## src/rtl/traffic_pkg.sv

```systemverilog
// Shared constants, state encoding and light decode for the phased traffic controller.
package traffic_pkg;

    localparam int SENSOR_W  = 8;
    localparam int GENERAL_W = 30;
    localparam int LIGHT_W   = 3;
    localparam int DEBUG_W   = 30;

    localparam logic [2:0] LIGHT_STOP  = 3'b000;
    localparam logic [2:0] LIGHT_FWD   = 3'b001;
    localparam logic [2:0] LIGHT_LEFT  = 3'b010;
    localparam logic [2:0] LIGHT_RIGHT = 3'b011;
    localparam logic [2:0] LIGHT_GO    = 3'b100;

    // sensor_light bit per approach direction
    localparam int SENSE_N = 6;
    localparam int SENSE_S = 4;
    localparam int SENSE_E = 5;
    localparam int SENSE_W = 7;

    // demand register bit order {N,S,E,W}, matching the debug field
    localparam int DMD_N = 3;
    localparam int DMD_S = 2;
    localparam int DMD_E = 1;
    localparam int DMD_W = 0;

    localparam int DBG_STATE_LSB  = 0;
    localparam int DBG_DEMAND_LSB = 3;
    localparam int DBG_CNT_LSB    = 7;
    localparam int DBG_CNT_W      = 23;

    typedef enum logic [2:0] {
        NS_GO    = 3'd0,
        NS_CLEAR = 3'd1,
        EW_GO    = 3'd2,
        EW_CLEAR = 3'd3,
        NS_LEFT  = 3'd4,
        EW_LEFT  = 3'd5
    } phase_t;

    typedef struct packed {
        logic [2:0] n;
        logic [2:0] s;
        logic [2:0] e;
        logic [2:0] w;
    } lights_t;

    function automatic lights_t decodeLights(input phase_t phase);
        lights_t l;
        l.n = LIGHT_STOP;
        l.s = LIGHT_STOP;
        l.e = LIGHT_STOP;
        l.w = LIGHT_STOP;
        case (phase)
            NS_GO: begin
                l.n = LIGHT_GO;
                l.s = LIGHT_GO;
            end
            EW_GO: begin
                l.e = LIGHT_GO;
                l.w = LIGHT_GO;
            end
            NS_LEFT: begin
                l.n = LIGHT_LEFT;
                l.s = LIGHT_LEFT;
            end
            EW_LEFT: begin
                l.e = LIGHT_LEFT;
                l.w = LIGHT_LEFT;
            end
            default: begin
                l.n = LIGHT_STOP;
                l.s = LIGHT_STOP;
                l.e = LIGHT_STOP;
                l.w = LIGHT_STOP;
            end
        endcase
        return l;
    endfunction

endpackage

```

## src/rtl/traffic_light_phased_if.sv

```systemverilog
// Sensor inputs, light outputs and debug bus of one intersection controller.
interface traffic_light_phased_if;
    import traffic_pkg::*;

    logic [SENSOR_W-1:0]  sensor_light;
    logic [GENERAL_W-1:0] general_sensors;
    logic [LIGHT_W-1:0]   outN;
    logic [LIGHT_W-1:0]   outS;
    logic [LIGHT_W-1:0]   outE;
    logic [LIGHT_W-1:0]   outW;
    logic [DEBUG_W-1:0]   debug_port;

    modport master (
        output sensor_light, general_sensors,
        input  outN, outS, outE, outW, debug_port
    );

    modport slave (
        input  sensor_light, general_sensors,
        output outN, outS, outE, outW, debug_port
    );

endinterface

```

## src/rtl/traffic_phase_timer.sv

```systemverilog
// Phase counter: restarts at zero on every state change, saturates, and flags phase expiry.
module traffic_phase_timer #(
    parameter int CNT_W      = 8,
    parameter int MIN_GREEN  = 4,
    parameter int MAX_GREEN  = 12,
    parameter int CLEAR_TIME = 2,
    parameter int LEFT_TIME  = 3
) (
    input  logic             clk,
    input  logic             rst,
    input  logic             loadZero,
    output logic [CNT_W-1:0] count,
    output logic             minDone,
    output logic             maxDone,
    output logic             clearDone,
    output logic             leftDone
);

    localparam logic [CNT_W-1:0] MIN_LAST   = CNT_W'(MIN_GREEN - 1);
    localparam logic [CNT_W-1:0] MAX_LAST   = CNT_W'(MAX_GREEN - 1);
    localparam logic [CNT_W-1:0] CLEAR_LAST = CNT_W'(CLEAR_TIME - 1);
    localparam logic [CNT_W-1:0] LEFT_LAST  = CNT_W'(LEFT_TIME - 1);
    localparam logic [CNT_W-1:0] CNT_SAT    = {CNT_W{1'b1}};

    // Cycles spent in the current phase
    always_ff @(posedge clk or posedge rst) begin
        if (rst) begin
            count <= {CNT_W{1'b0}};
        end else if (loadZero) begin
            count <= {CNT_W{1'b0}};
        end else if (count != CNT_SAT) begin
            count <= count + CNT_W'(1'b1);
        end else begin
            count <= count;
        end
    end

    assign minDone   = (count >= MIN_LAST);
    assign maxDone   = (count >= MAX_LAST);
    assign clearDone = (count == CLEAR_LAST);
    assign leftDone  = (count == LEFT_LAST);

endmodule

```

## src/rtl/traffic_light_phased.sv

```systemverilog
// Sensor-actuated two-axis intersection controller with min/max green and all-stop clearance.
// Optional protected-left phases are built when TRAFFIC_LEFT_PHASE_EN is defined.
module traffic_light_phased
    import traffic_pkg::*;
#(
    parameter int MIN_GREEN   = 4,
    parameter int MAX_GREEN   = 12,
    parameter int CLEAR_TIME  = 2,
    parameter int LEFT_TIME   = 3,
    parameter int NS_LEFT_IDX = 0,
    parameter int EW_LEFT_IDX = 1,
    parameter int CNT_W       = 8
) (
    input  logic                 clk,
    input  logic                 rst,
    traffic_light_phased_if.slave bus
);

    phase_t           stateReg;
    phase_t           stateNext;
    logic [3:0]       demandReg;
    logic [3:0]       demandNext;
    logic [3:0]       demandSet;
    logic [3:0]       demandClear;
    lights_t          lightsReg;
    logic [CNT_W-1:0] count;
    logic             loadZero;
    logic             minDone;
    logic             maxDone;
    logic             clearDone;
    logic             leftDone;
    logic             nsDemand;
    logic             ewDemand;
    logic             nsLeftPending;
    logic             ewLeftPending;
    logic             unusedGeneral;

    traffic_phase_timer #(
        .CNT_W      (CNT_W),
        .MIN_GREEN  (MIN_GREEN),
        .MAX_GREEN  (MAX_GREEN),
        .CLEAR_TIME (CLEAR_TIME),
        .LEFT_TIME  (LEFT_TIME)
    ) timer (
        .clk       (clk),
        .rst       (rst),
        .loadZero  (loadZero),
        .count     (count),
        .minDone   (minDone),
        .maxDone   (maxDone),
        .clearDone (clearDone),
        .leftDone  (leftDone)
    );

    assign nsDemand = demandReg[DMD_N] | demandReg[DMD_S];
    assign ewDemand = demandReg[DMD_E] | demandReg[DMD_W];
    assign loadZero = (stateNext != stateReg);
    assign unusedGeneral = ^bus.general_sensors;

`ifdef TRAFFIC_LEFT_PHASE_EN
    logic nsLeftReq;
    logic ewLeftReq;

    // Left requests latch from the user sensors and are consumed when the left phase starts
    always_ff @(posedge clk or posedge rst) begin
        if (rst) begin
            nsLeftReq <= 1'b0;
            ewLeftReq <= 1'b0;
        end else begin
            if (stateNext == NS_LEFT && stateReg != NS_LEFT) begin
                nsLeftReq <= 1'b0;
            end else begin
                nsLeftReq <= nsLeftReq | bus.general_sensors[NS_LEFT_IDX];
            end
            if (stateNext == EW_LEFT && stateReg != EW_LEFT) begin
                ewLeftReq <= 1'b0;
            end else begin
                ewLeftReq <= ewLeftReq | bus.general_sensors[EW_LEFT_IDX];
            end
        end
    end

    assign nsLeftPending = nsLeftReq;
    assign ewLeftPending = ewLeftReq;
`else
    assign nsLeftPending = 1'b0;
    assign ewLeftPending = 1'b0;
`endif

    // Demand latch; the axis currently served drops its own bits, and that clear beats a new set
    always_comb begin
        demandSet = {bus.sensor_light[SENSE_N], bus.sensor_light[SENSE_S],
                     bus.sensor_light[SENSE_E], bus.sensor_light[SENSE_W]};
        case (stateReg)
            NS_GO:   demandClear = 4'b1100;
            EW_GO:   demandClear = 4'b0011;
            default: demandClear = 4'b0000;
        endcase
        demandNext = (demandReg | demandSet) & ~demandClear;
    end

    // Phase sequencing from latched demand and timer expiry
    always_comb begin
        stateNext = stateReg;
        case (stateReg)
            NS_GO: begin
                if (ewDemand && ((minDone && !nsDemand) || maxDone)) begin
                    stateNext = NS_CLEAR;
                end else begin
                    stateNext = NS_GO;
                end
            end
            NS_CLEAR: begin
                if (clearDone) begin
                    stateNext = ewLeftPending ? EW_LEFT : EW_GO;
                end else begin
                    stateNext = NS_CLEAR;
                end
            end
            EW_GO: begin
                if (nsDemand && ((minDone && !ewDemand) || maxDone)) begin
                    stateNext = EW_CLEAR;
                end else begin
                    stateNext = EW_GO;
                end
            end
            EW_CLEAR: begin
                if (clearDone) begin
                    stateNext = nsLeftPending ? NS_LEFT : NS_GO;
                end else begin
                    stateNext = EW_CLEAR;
                end
            end
            NS_LEFT: begin
                if (leftDone) begin
                    stateNext = NS_GO;
                end else begin
                    stateNext = NS_LEFT;
                end
            end
            EW_LEFT: begin
                if (leftDone) begin
                    stateNext = EW_GO;
                end else begin
                    stateNext = EW_LEFT;
                end
            end
            default: stateNext = NS_GO;
        endcase
    end

    // State, demand and lights registers; lights are decoded from the next state so they track stateReg
    always_ff @(posedge clk or posedge rst) begin
        if (rst) begin
            stateReg  <= NS_GO;
            demandReg <= 4'b0000;
            lightsReg <= decodeLights(NS_GO);
        end else begin
            stateReg  <= stateNext;
            demandReg <= demandNext;
            lightsReg <= decodeLights(stateNext);
        end
    end

    assign bus.outN = lightsReg.n;
    assign bus.outS = lightsReg.s;
    assign bus.outE = lightsReg.e;
    assign bus.outW = lightsReg.w;
    assign bus.debug_port = {DBG_CNT_W'(count), demandReg, stateReg};

endmodule
```

## src/flat_wrapper.sv

```systemverilog
// flat-port wrapper written by rule: the top's interface ports become plain ports
module traffic_light_phased_flat import traffic_pkg::*;
#(
    parameter int MIN_GREEN   = 4,
    parameter int MAX_GREEN   = 12,
    parameter int CLEAR_TIME  = 2,
    parameter int LEFT_TIME   = 3,
    parameter int NS_LEFT_IDX = 0,
    parameter int EW_LEFT_IDX = 1,
    parameter int CNT_W       = 8
)
  (clk, rst, bus_sensor_light, bus_general_sensors, bus_outN, bus_outS, bus_outE, bus_outW, bus_debug_port);
  traffic_light_phased_if bus_i ();
  input  logic clk;
  input  logic rst;
  input wire logic [$bits(bus_i.sensor_light)-1:0] bus_sensor_light;
  input wire logic [$bits(bus_i.general_sensors)-1:0] bus_general_sensors;
  output wire logic [$bits(bus_i.outN)-1:0] bus_outN;
  output wire logic [$bits(bus_i.outS)-1:0] bus_outS;
  output wire logic [$bits(bus_i.outE)-1:0] bus_outE;
  output wire logic [$bits(bus_i.outW)-1:0] bus_outW;
  output wire logic [$bits(bus_i.debug_port)-1:0] bus_debug_port;
  assign bus_i.sensor_light = bus_sensor_light;
  assign bus_i.general_sensors = bus_general_sensors;
  assign bus_outN = bus_i.outN;
  assign bus_outS = bus_i.outS;
  assign bus_outE = bus_i.outE;
  assign bus_outW = bus_i.outW;
  assign bus_debug_port = bus_i.debug_port;
  traffic_light_phased #(.MIN_GREEN(MIN_GREEN), .MAX_GREEN(MAX_GREEN), .CLEAR_TIME(CLEAR_TIME), .LEFT_TIME(LEFT_TIME), .NS_LEFT_IDX(NS_LEFT_IDX), .EW_LEFT_IDX(EW_LEFT_IDX), .CNT_W(CNT_W)) u_core (.clk(clk), .rst(rst), .bus(bus_i));
endmodule
```

## config.mk

```make
export PLATFORM = sky130hd
export DESIGN_NAME = traffic_light_phased_flat
export DESIGN_NICKNAME = d
export VERILOG_FILES = /design/src/rtl/traffic_pkg.sv /design/src/rtl/traffic_light_phased_if.sv /design/src/rtl/traffic_phase_timer.sv /design/src/rtl/traffic_light_phased.sv /design/src/flat_wrapper.sv
export SDC_FILE = /design/constraint.sdc
export NUM_CORES = 1
export LEC_CHECK = 0
export CELL_PAD_IN_SITES_DETAIL_PLACEMENT = 0
export CELL_PAD_IN_SITES_GLOBAL_PLACEMENT = 1
export CORE_UTILIZATION = 25
export CTS_BUF_LIST = sky130_fd_sc_hd__clkbuf_4
export DETAILED_ROUTE_END_ITERATION = 8
export GPL_ROUTABILITY_DRIVEN = 1
export PLACE_DENSITY = 0.85
export SYNTH_ARGS = -nofsm -noshare
export SYNTH_HDL_FRONTEND = slang
export SYNTH_SLANG_ARGS = --single-unit
```

## constraint.sdc

```tcl
create_clock -name clk -period 1.9 [get_ports clk]
set_input_delay 0.19 -clock clk [delete_from_list [all_inputs] [get_ports clk]]
set_output_delay 0.19 -clock clk [all_outputs]
set_load 0.02 [all_outputs]
```

# --- Yosys cells after proc, flatten, opt, wreduce, memory -nomap -nowiden ---
# Index checks and enable logic that the tools add are counted.
classes:
  addsub: 1
  n_mul: 0
  div: 0
  magnitude_cmp: 2
  eq_ne: 12
  shifts: 0
  mux: 12
  bitwise_logic: 5
  reduce_logical: 11
ops:
  columns: ["cell", "n"]
  rows:
  - ["one-hot mux 6 bit (2 select lines)", 2]
  - ["one-hot mux 3 bit (6 select lines)", 1]
  - ["2-to-1 mux 8 bit", 2]
  - ["== test 3 bit (second input constant)", 4]
  - ["== test 3 x 2 -> 1 bit (second input constant)", 3]
  - ["adder 8 x 1 -> 8 bit (second input constant)", 1]
  - ["== test 8 x 1 -> 1 bit (second input constant)", 1]
  - ["== test 8 x 2 -> 1 bit (second input constant)", 1]
  - [">= comparator 8 x 2 -> 1 bit (second input constant)", 1]
  - [">= comparator 8 x 4 -> 1 bit (second input constant)", 1]
  - ["!= test 8 bit (second input constant)", 1]
  - ["one-hot mux 4 bit (2 select lines)", 1]
  - ["logical NOT 3 bit", 2]
  - ["2-to-1 mux 3 bit", 2]
  - ["bitwise AND 4 bit", 1]
  - ["logical AND 1 bit", 4]
  - ["2-to-1 mux 2 bit", 2]
  - ["inverter 4 bit", 1]
  - ["bitwise OR 4 bit", 1]
  - ["== test 3 x 1 -> 1 bit (second input constant)", 1]
  - ["!= test 3 bit", 1]
  - ["logical NOT 1 bit", 2]
  - ["logical OR 1 bit", 2]
  - ["2-to-1 mux 1 bit", 2]
  - ["other kinds (2)", 3]
totals:
  reg_bits: 27
  latchBits: 0
  mem_bits_rw: 0
  rom_bits: 0
  elab_cells: 50
  n_memories: 0

# --- Longest topological paths before layout ---
# Gate-level depths: netlist of run 1.
depth:
  depth_word: 9
  depth_mapped: 6
  mapped_depth_nobuf: 6

# --- By module ---
# Synthesis of run 1 repeated with hierarchy kept, for this count alone.
unflattened:
  hier_cells: 120
  hier_area_um2: 1141.1
by_module_without_submodules:
  columns: ["module", "instances", "cells_each", "area_per_inst_um2", "seq_area_each_um2"]
  rows:
  - ["traffic_light_phased", 1, 67, 658.1, 276.5]
  - ["traffic_phase_timer", 1, 53, 483.0, 200.2]

# --- Least setup slack after synthesis of run 1 ---
# Ideal clock, no wire load.
synth_timing:
  kind: "register -> register"
  start: "register u_core.timer.count[0]"
  end: "register u_core.timer.count[1]"
  setup_ns: 0.111
  arrival_ns: 1.788
  required_ns: 1.789
  path_slack_ns: 0.000
  stages_incl_launch_ff: 7
  path_buffers: 0
  path_cell_list: "dfrtp_1 -> inv_1 -> ha_1 -> and2_1 -> a32oi_1 -> o21ai_1 -> a2111oi_2"
synth_via:
  elab_chain_len: 8
  word_cells_on_any_way: 23
  cone_classes: "add/sub (1); order compare (2); eq/ne (4); mux (9); reduce/logical (7)"
synth_lines:
  columns: ["element", "line", "rtl"]
  rows:
  - ["start: declaration", "traffic_phase_timer.sv:12", "output logic [CNT_W-1:0] count,"]
  - ["start signal: assignment", "traffic_phase_timer.sv:28", "count <= {CNT_W{1'b0}};"]
  - ["start signal: assignment", "traffic_phase_timer.sv:30", "count <= {CNT_W{1'b0}};"]
  - ["start signal: assignment", "traffic_phase_timer.sv:32", "count <= count + CNT_W'(1'b1);"]
  - [">= comparator 8 x 2 -> 1 bit", "traffic_phase_timer.sv:38", "assign minDone = (count >= MIN_LAST);"]
  - ["logical AND 1 bit (on tied branches)", "traffic_light_phased.sv:121, traffic_light_phased.sv:107", null]
  - ["logical OR 1 bit (on tied branches)", "traffic_light_phased.sv:121, traffic_light_phased.sv:107", null]
  - ["logical AND 1 bit (on tied branches)", "traffic_light_phased.sv:121, traffic_light_phased.sv:107", null]
  - ["2-to-1 mux 1 bit (on tied branches)", "traffic_light_phased.sv:121, traffic_light_phased.sv:107", null]
  - ["one-hot mux 3 bit (6 select lines)", "traffic_light_phased.sv:105", "case (stateReg)"]
  - ["!= test 3 bit", "traffic_light_phased.sv:57", "assign loadZero = (stateNext != stateReg);"]
  - ["2-to-1 mux 8 bit or nonzero test 2 bit (tied branches)", null, null]
# Parallel ways exist; a longest one is shown, timed or not. The select of a mux whose other input is x is not followed.
# A chain may end at the register's enable or synchronous reset.

# --- Worst setup path in the final report of run 1 ---
# Same ends and word-level chain as after synthesis.

==> metrics.yaml, run 1 <==
setup_path:
  crit_type: "register to register"
  crit_family: "compound AO/OA/AOI/OAI gates"
  reg2reg_slack_ps: 100
  critPathMaxFanout: 5
  required_ps: 2100
  end_kind: "register"
  critPathBufInv: 1
  rr_worst_depth: 6
  rr_endpoint: "u_core.timer.count[1]$_DFFE_PP0P_"
  crit_chain: "inv_1 > ha_1 > and2_1 > a32oi_1 > o21ai_1 > a2111oi_2"
  r2r_start: "u_core.timer.count[0]$_DFFE_PP0P_"
  cp.arrival_ps: 2000
  critPathMaxStageDelay_ps: 420
  crit_path_top_delay_cell: "dfrtp_2"
  critical_path.startpoint_type: "register"
yosys:
  synth_xor_area_share_pct: 1.46
  yosysWarnings: 0
  yosys.area_share.simple_pct: 20.0
  seq_area_frac_synth_pct: 39.6
  netlist-cell-type-count: 40
  ys.flop_type: "dfrtp_1"
  synth_top_family_by_area: "simple AND/OR/NAND/NOR gates"
  ys_seq_elements: 19
  yosys.area_share.adder_pct: 3.95
  synth-compound-area-share_pct: 14.2
  avgSynthCellArea_um2: 9.87
  postSynthCellCount: 122
  synth.cell_area_mm2: 0.00120
  muxShareOfSynthArea_pct: 1.66
  synth_edf_count: 0
  async_flop_share_pct: 100
placed_design:
  dp_cells: 206
  hpwl_um: 1840
  place_ws_ps: 54.4
  place_area_mm2: 0.00151
  gp_congestion: 0.860
  numPortBuffers: 28
sta:
  timing.fmax_ghz: 0.556
  fin_skew_ps: 12.1
  finalSetupViolCount: 0
  worstMarginPinSlew_ps: 525
  setup_ws_ps: 102
  fin_setup_tns_ps: 0
  layout_worst_path_cycle_share_pct: 94.6
  finalHoldViolCount: 0
  maxSlewHeadroom_pct: 64.7
  rsz0062_at_grt: "yes"
  finalMaxSlewViolations: 0
  fin_crit_ps: 1800
  holdWs_ps: 194
detailed_routing:
  initialDrtViolationCount: 59
  routed_wl_um: 2470
  wl_per_cell_um: 11.7
  num_vias: 967
  ant_nets: 0
  via_per_inst: 4.56
  post-route-drc-count: 4
  dr.pass1.iters: 7
grt:
  grt_overflow: 0
  grt_pass1_vias: 939
  antenna_found_initial: 0
  grt_max_degree: 20
  grt_pass1_wl_um: 4350
  grtUsageTotal_pct: 10.7
clock_tree:
  htree_num_levels: 1
  clk_pin_slew_ps: 120
  clkSinkCount: 19
  hold_buffers: 0
  clk_latency_ps: 310
  root_buffer: "clkbuf_4"
  ctsLongestPathBuffers: 2
  numCtsBuffers: 3
  cts_tree: "yes"
die:
  ios: 82
  die_height_um: 71.4
  die-area_mm2: 0.00510
  die_w_um: 71.4
  rows: 24
  start_util_pct: 26.7
  core-area_mm2: 0.00450
outcome:
  status: "finished, violations left"
  violations: "design-rule violations"
min_path:
  holdCritPathClass: "input port to async pin"
final_layout:
  drive_above_1_share_pct: 16.9
  nets: 204
  fin_area_mm2: 0.00155
  finish.utilization_pct: 34.4
  area_delta_synth_final_pct: 28.8
  fin_cells: 212
  antennaDiodeCount: 0
power_and_ir_drop:
  power_density_mw_per_mm2: 1470
  design_power_total_mw: 2.28
  ir_drop_uv: 526
  leakage_nw: 0.685
job:
  maxCapViolCount: 0
==> layer usage <==
metal	track usage, %	wire length [µm]
met2	17.2	1200
met3	3.52	196
met5	0	0
met1	14.5	1080
met4	1.33	0
==> cell families after synthesis <==
kind of cell,Yosys count
and+or+nand+nor,40
buffers and inverters,32
AOI/OAI and AO/OA,22
DFF,19
adders and majority gates,4
xor gates and xnor gates,2
muxes,2
other,1
==> cells in the mapped netlist, types with 2 or more instances <==
cell type  count  area, µm²
buf_4         24        180
dfrtp_1       18        450
nor2_1         8       30.0
a31oi_1        5       31.3
inv_1          5       18.8
nand2_1        5       18.8
and2_1         3       18.8
ha_1           3       37.5
nand3_1        3       15.0
nand4_1        3       18.8
nor2b_1        3       18.8
nor3_1         3       15.0
nor3b_1        3       22.5
a2111oi_2      2       30.0
and3_1         2       12.5
and3b_1        2       17.5
buf_6          2       22.5
mux2i_1        2       20.0
o211ai_1       2       15.0
o21a_1         2       15.0
o21ai_0        2       10.0
xnor2_1        2       17.5
==> worst max-delay path by stage <==
stage | from | endpoint | slack [ps] | depth (start not counted)
floorplan | u_core.timer.count[0]$_DFFE_PP0P_ | u_core.timer.count[1]$_DFFE_PP0P_ | 0.2 | 6
global placement | u_core.stateReg[0]$_DFF_PP0_ | u_core.bus.outE[2]$_DFF_PP0_ | 130 | 5
detailed placement | u_core.timer.count[0]$_DFFE_PP0P_ | u_core.timer.count[1]$_DFFE_PP0P_ | 50 | 6
CTS | u_core.timer.count[0]$_DFFE_PP0P_ | u_core.timer.count[1]$_DFFE_PP0P_ | 30 | 6
global route | u_core.timer.count[0]$_DFFE_PP0P_ | u_core.timer.count[1]$_DFFE_PP0P_ | -30 | 6
finish | u_core.timer.count[0]$_DFFE_PP0P_ | u_core.timer.count[1]$_DFFE_PP0P_ | 100 | 6
==> flip-flops by register name, indices dropped and copies added, names as in the netlist <==
name / count
u_core.bus.outE: 2
u_core.bus.outN: 2
u_core.demandReg: 4
u_core.stateReg: 3
u_core.timer.count: 8
==> worst reg2reg max path, cell delays in order (launching register included) <==
cell	delay, ps
dfrtp_2	420
inv_1	80
ha_1	230
and2_1	160
a32oi_1	240
o21ai_1	170
a2111oi_2	380
==> final cells by class <==
| type | instances | area [µm²] |
|---|---|---|
| multi-input combinational | 89 | 568 |
| clock buffer | 3 | 22.5 |
| timing repair buffer | 43 | 393 |
| inverter | 5 | 18.8 |
| clock inverter | 1 | 5.00 |
| sequential | 19 | 478 |
| tap | 52 | 65.1 |
| fill | 483 | 2950 |
==> timing repair <==
action	CTS	global route
resized for setup	0	1
buffers inserted	0	2
setup endpoints to repair	0	8
==> layout by cell type, fill, tap and decap left out, types with 2 or more instances in the layout <==
master            n
o21ai_0           2
inv_1             5
clkdlybuf4s50_1  28
nand2_1           5
and3_1            2
nand4_1           3
clkbuf_4          3
nand3_1           3
xnor2_1           2
mux2i_1           2
ha_1              3
and2_1            3
buf_4            15
a31oi_1           5
nor3b_1           3
o211ai_1          2
o21a_1            2
a2111oi_2         2
nor3_1            3
and3b_1           2
nor2_1            8
dfrtp_1          17
nor2b_1           3
conb_1           19
==> report_power, final <==
part | leakage, nW | switching (mW) | internal [mW] | total [mW]
registers | 0.235 | 0.137 | 0.554 | 0.691
clock network | 0.0177 | 0.135 | 0.0785 | 0.214
logic | 0.431 | 0.693 | 0.687 | 1.38
total | 0.685 | 0.965 | 1.32 | 2.28
No activity file was read; power rests on OpenSTA's default activity.
==> inputs of run 2 (changes only) <==
GPL_TIMING_DRIVEN = 0   (was unset)
==> run 2 against run 1 <==
Effect of this change: the flow still finishes with violations (design-rule violations); sequential power grew 3.0%; total power hardly changed; combinational power about the same; utilization rose by 3.3 points; die area unchanged; hold slack gained 110 ps; setup slack worse by 24 ps; global-route usage down 1.2 points.
==> metrics.yaml, run 2 (same netlist as run 1, synthesis figures left out) <==
power_and_ir_drop:
  p_sw_share_pct: 42.5
  design_power_total_mw: 2.29
  leakage_nw: 0.774
  p_int_mw: 1.32
  combPwrFrac_pct: 59.7
  p_seq_share_pct: 31.2
  ir_drop_uv: 437
  power_density_mw_per_mm2: 1340
  p_sw_uw: 971
  clockPowerShare_pct: 9.2
clock_tree:
  hold_buffers: 0
  clk_pin_slew_ps: 120
  cts_tree: "yes"
  htree_num_levels: 1
  clkSinkCount: 19
  ctsLongestPathBuffers: 2
  numCtsBuffers: 3
  clk_latency_ps: 300
  root_buffer: "clkbuf_4"
final_layout:
  drive_above_1_share_pct: 26.1
  area_delta_synth_final_pct: 41.3
  largest_register_ffs: 8
  nets: 220
  antennaDiodeCount: 0
  largestRegisters: "u_core.timer.count (8), u_core.demandReg (4), u_core.stateReg (3)"
  regMostFlops: "u_core.timer.count"
  finish.utilization_pct: 37.8
  fin_area_mm2: 0.00170
  mostFrequentLayoutCells: "buf_4, clkdlybuf4s50_1, conb_1"
  fillers: 466
die:
  die-area_mm2: 0.00510
  rows: 24
  die_w_um: 71.4
  core-area_mm2: 0.00450
  start_util_pct: 26.7
  die_height_um: 71.4
  ios: 82
grt:
  grt_overflow: 0
  grt_pass1_vias: 823
  grt_max_degree: 20
  grt_pass1_wl_um: 3820
  antenna_found_initial: 0
  busiest_layer: "met2"
  grt_use_met1_pct: 12.6
  grtUsageTotal_pct: 9.59
  met3_usage_pct: 3.66
  groute.layer.met2.usage_pct: 15.3
setup_path:
  critical_path.startpoint_type: "register"
  r2r_start: "u_core.stateReg[2]$_DFF_PP0_"
  cp.arrival_ps: 2020
  crit_type: "register to register"
  critPathMaxFanout: 10
  required_ps: 2100
  rr_endpoint: "u_core.timer.count[6]$_DFFE_PP0P_"
  reg2reg_slack_ps: 80
  end_kind: "register"
  rr_worst_depth: 6
detailed_routing:
  initialDrtViolationCount: 36
  post-route-drc-count: 4
  via_per_inst: 4.37
  dr.pass1.iters: 6
  routed_wl_um: 2430
  ant_nets: 0
  num_vias: 997
  wl_per_cell_um: 10.7
sta:
  layout_worst_path_cycle_share_pct: 95.9
  maxSlewHeadroom_pct: 50.6
  fin_skew_ps: 7.52
  finalMaxSlewViolations: 0
  timing.fmax_ghz: 0.549
  finalHoldViolCount: 0
  rsz0062_at_grt: "no"
  fin_crit_ps: 1820
  worstMarginPinSlew_ps: 740
  setup_ws_ps: 78.4
  finalSetupViolCount: 0
outcome:
  status: "finished, violations left"
  violations: "design-rule violations"
placed_design:
  place_ws_ps: -248
  numPortBuffers: 28
  place_area_mm2: 0.00162
  gp_congestion: 0.848
  hpwl_um: 1780
min_path:
  holdCritPathClass: "input port to async pin"
job:
  maxCapViolCount: 0
[run 2: changes by cell type in the layout (fill, tap and decap cells not counted)]
cell	previous run	this run
a32oi_1	1	0
a32oi_4	0	1
buf_4	15	28
buf_6	0	2
clkbuf_2	0	1
ha_1	3	2
ha_2	0	1
o21ai_1	1	0
o21ai_2	0	1
[run 2: layout make-up]
class | count | area, µm² | area share [%]
multi-input cells | 89 | 593 | 34.9
flip-flops and latches | 19 | 478 | 28.1
repair buffers | 32 | 310 | 18.2
plain buffers | 27 | 208 | 12.2
well taps | 52 | 65.1 | 3.83
clock buffers | 3 | 22.5 | 1.32
inverters | 5 | 18.8 | 1.10
clock inverters | 1 | 5.00 | 0.294
[run 2: per-stage QoR]
stage | cells | hold WS [ps] | TNS, ps
after floorplan | 140 | 140 | 0
after global placement | 220 | 526 | -310
after detailed placement | 220 | 527 | -469
after CTS | 224 | 333 | 0
after global routing | 228 | 361 | 0
final | 228 | 299 | 0
[run 2: power groups by stage]
stage	Clock (mW)	Combinational [mW]	Sequential (mW)
2_1_floorplan	0	0.728	0.852
3_3_place_gp	0	1.31	0.710
3_5_place_dp	0	1.32	0.713
4_1_cts	0.223	1.34	0.709
5_1_grt	0.246	1.49	0.738
6_report	0.210	1.36	0.712
[run 2: worst max-delay path: stages (launching register included)]
cell and delay (ps):
dfrtp_1 400, buf_6 140, or3b_4 410, o21bai_1 170, a22oi_2 220, buf_6 180
and3b_1 180
[run 2: how the worst max path moves through the flow]
stage | slack, ps | depth (start not counted) | startpoint | end
after floorplan | 0.2 | 6 | u_core.timer.count[0]$_DFFE_PP0P_ | u_core.timer.count[1]$_DFFE_PP0P_
after global placement | -220 | 6 | u_core.timer.count[0]$_DFFE_PP0P_ | u_core.timer.count[1]$_DFFE_PP0P_
after detailed placement | -250 | 6 | u_core.timer.count[0]$_DFFE_PP0P_ | u_core.timer.count[1]$_DFFE_PP0P_
after CTS | 7 | 6 | u_core.timer.count[0]$_DFFE_PP0P_ | u_core.timer.count[1]$_DFFE_PP0P_
after global routing | 6 | 5 | u_core.stateReg[1]$_DFF_PP0_ | u_core.timer.count[6]$_DFFE_PP0P_
final | 80 | 6 | u_core.stateReg[2]$_DFF_PP0_ | u_core.timer.count[6]$_DFFE_PP0P_
[run 2: repair_timing]
item | in CTS | in global routing
gates resized for setup | 3 | 2
endpoints found under the setup margin | 3 | 6
hold endpoints to repair | 0 | 0
pin swaps | 1 | 2
setup buffers | 0 | 4
[run 2: metal layers]
metal | vias to the layer above | part of all wire [%]
met4 | 0 | 0
met1 | 459 | 45
met3 | 0 | 8.9
met2 | 45 | 46
li1 | 493 | -
met5 | - | 0
==> inputs of run 3 (changes only) <==
ABC_CLOCK_PERIOD_IN_PS = 1900   (was unset)
CAP_MARGIN = 20   (was unset)
==> results of run 3 <==
No change in the layout: final DEF, timing and power equal those of run 2.
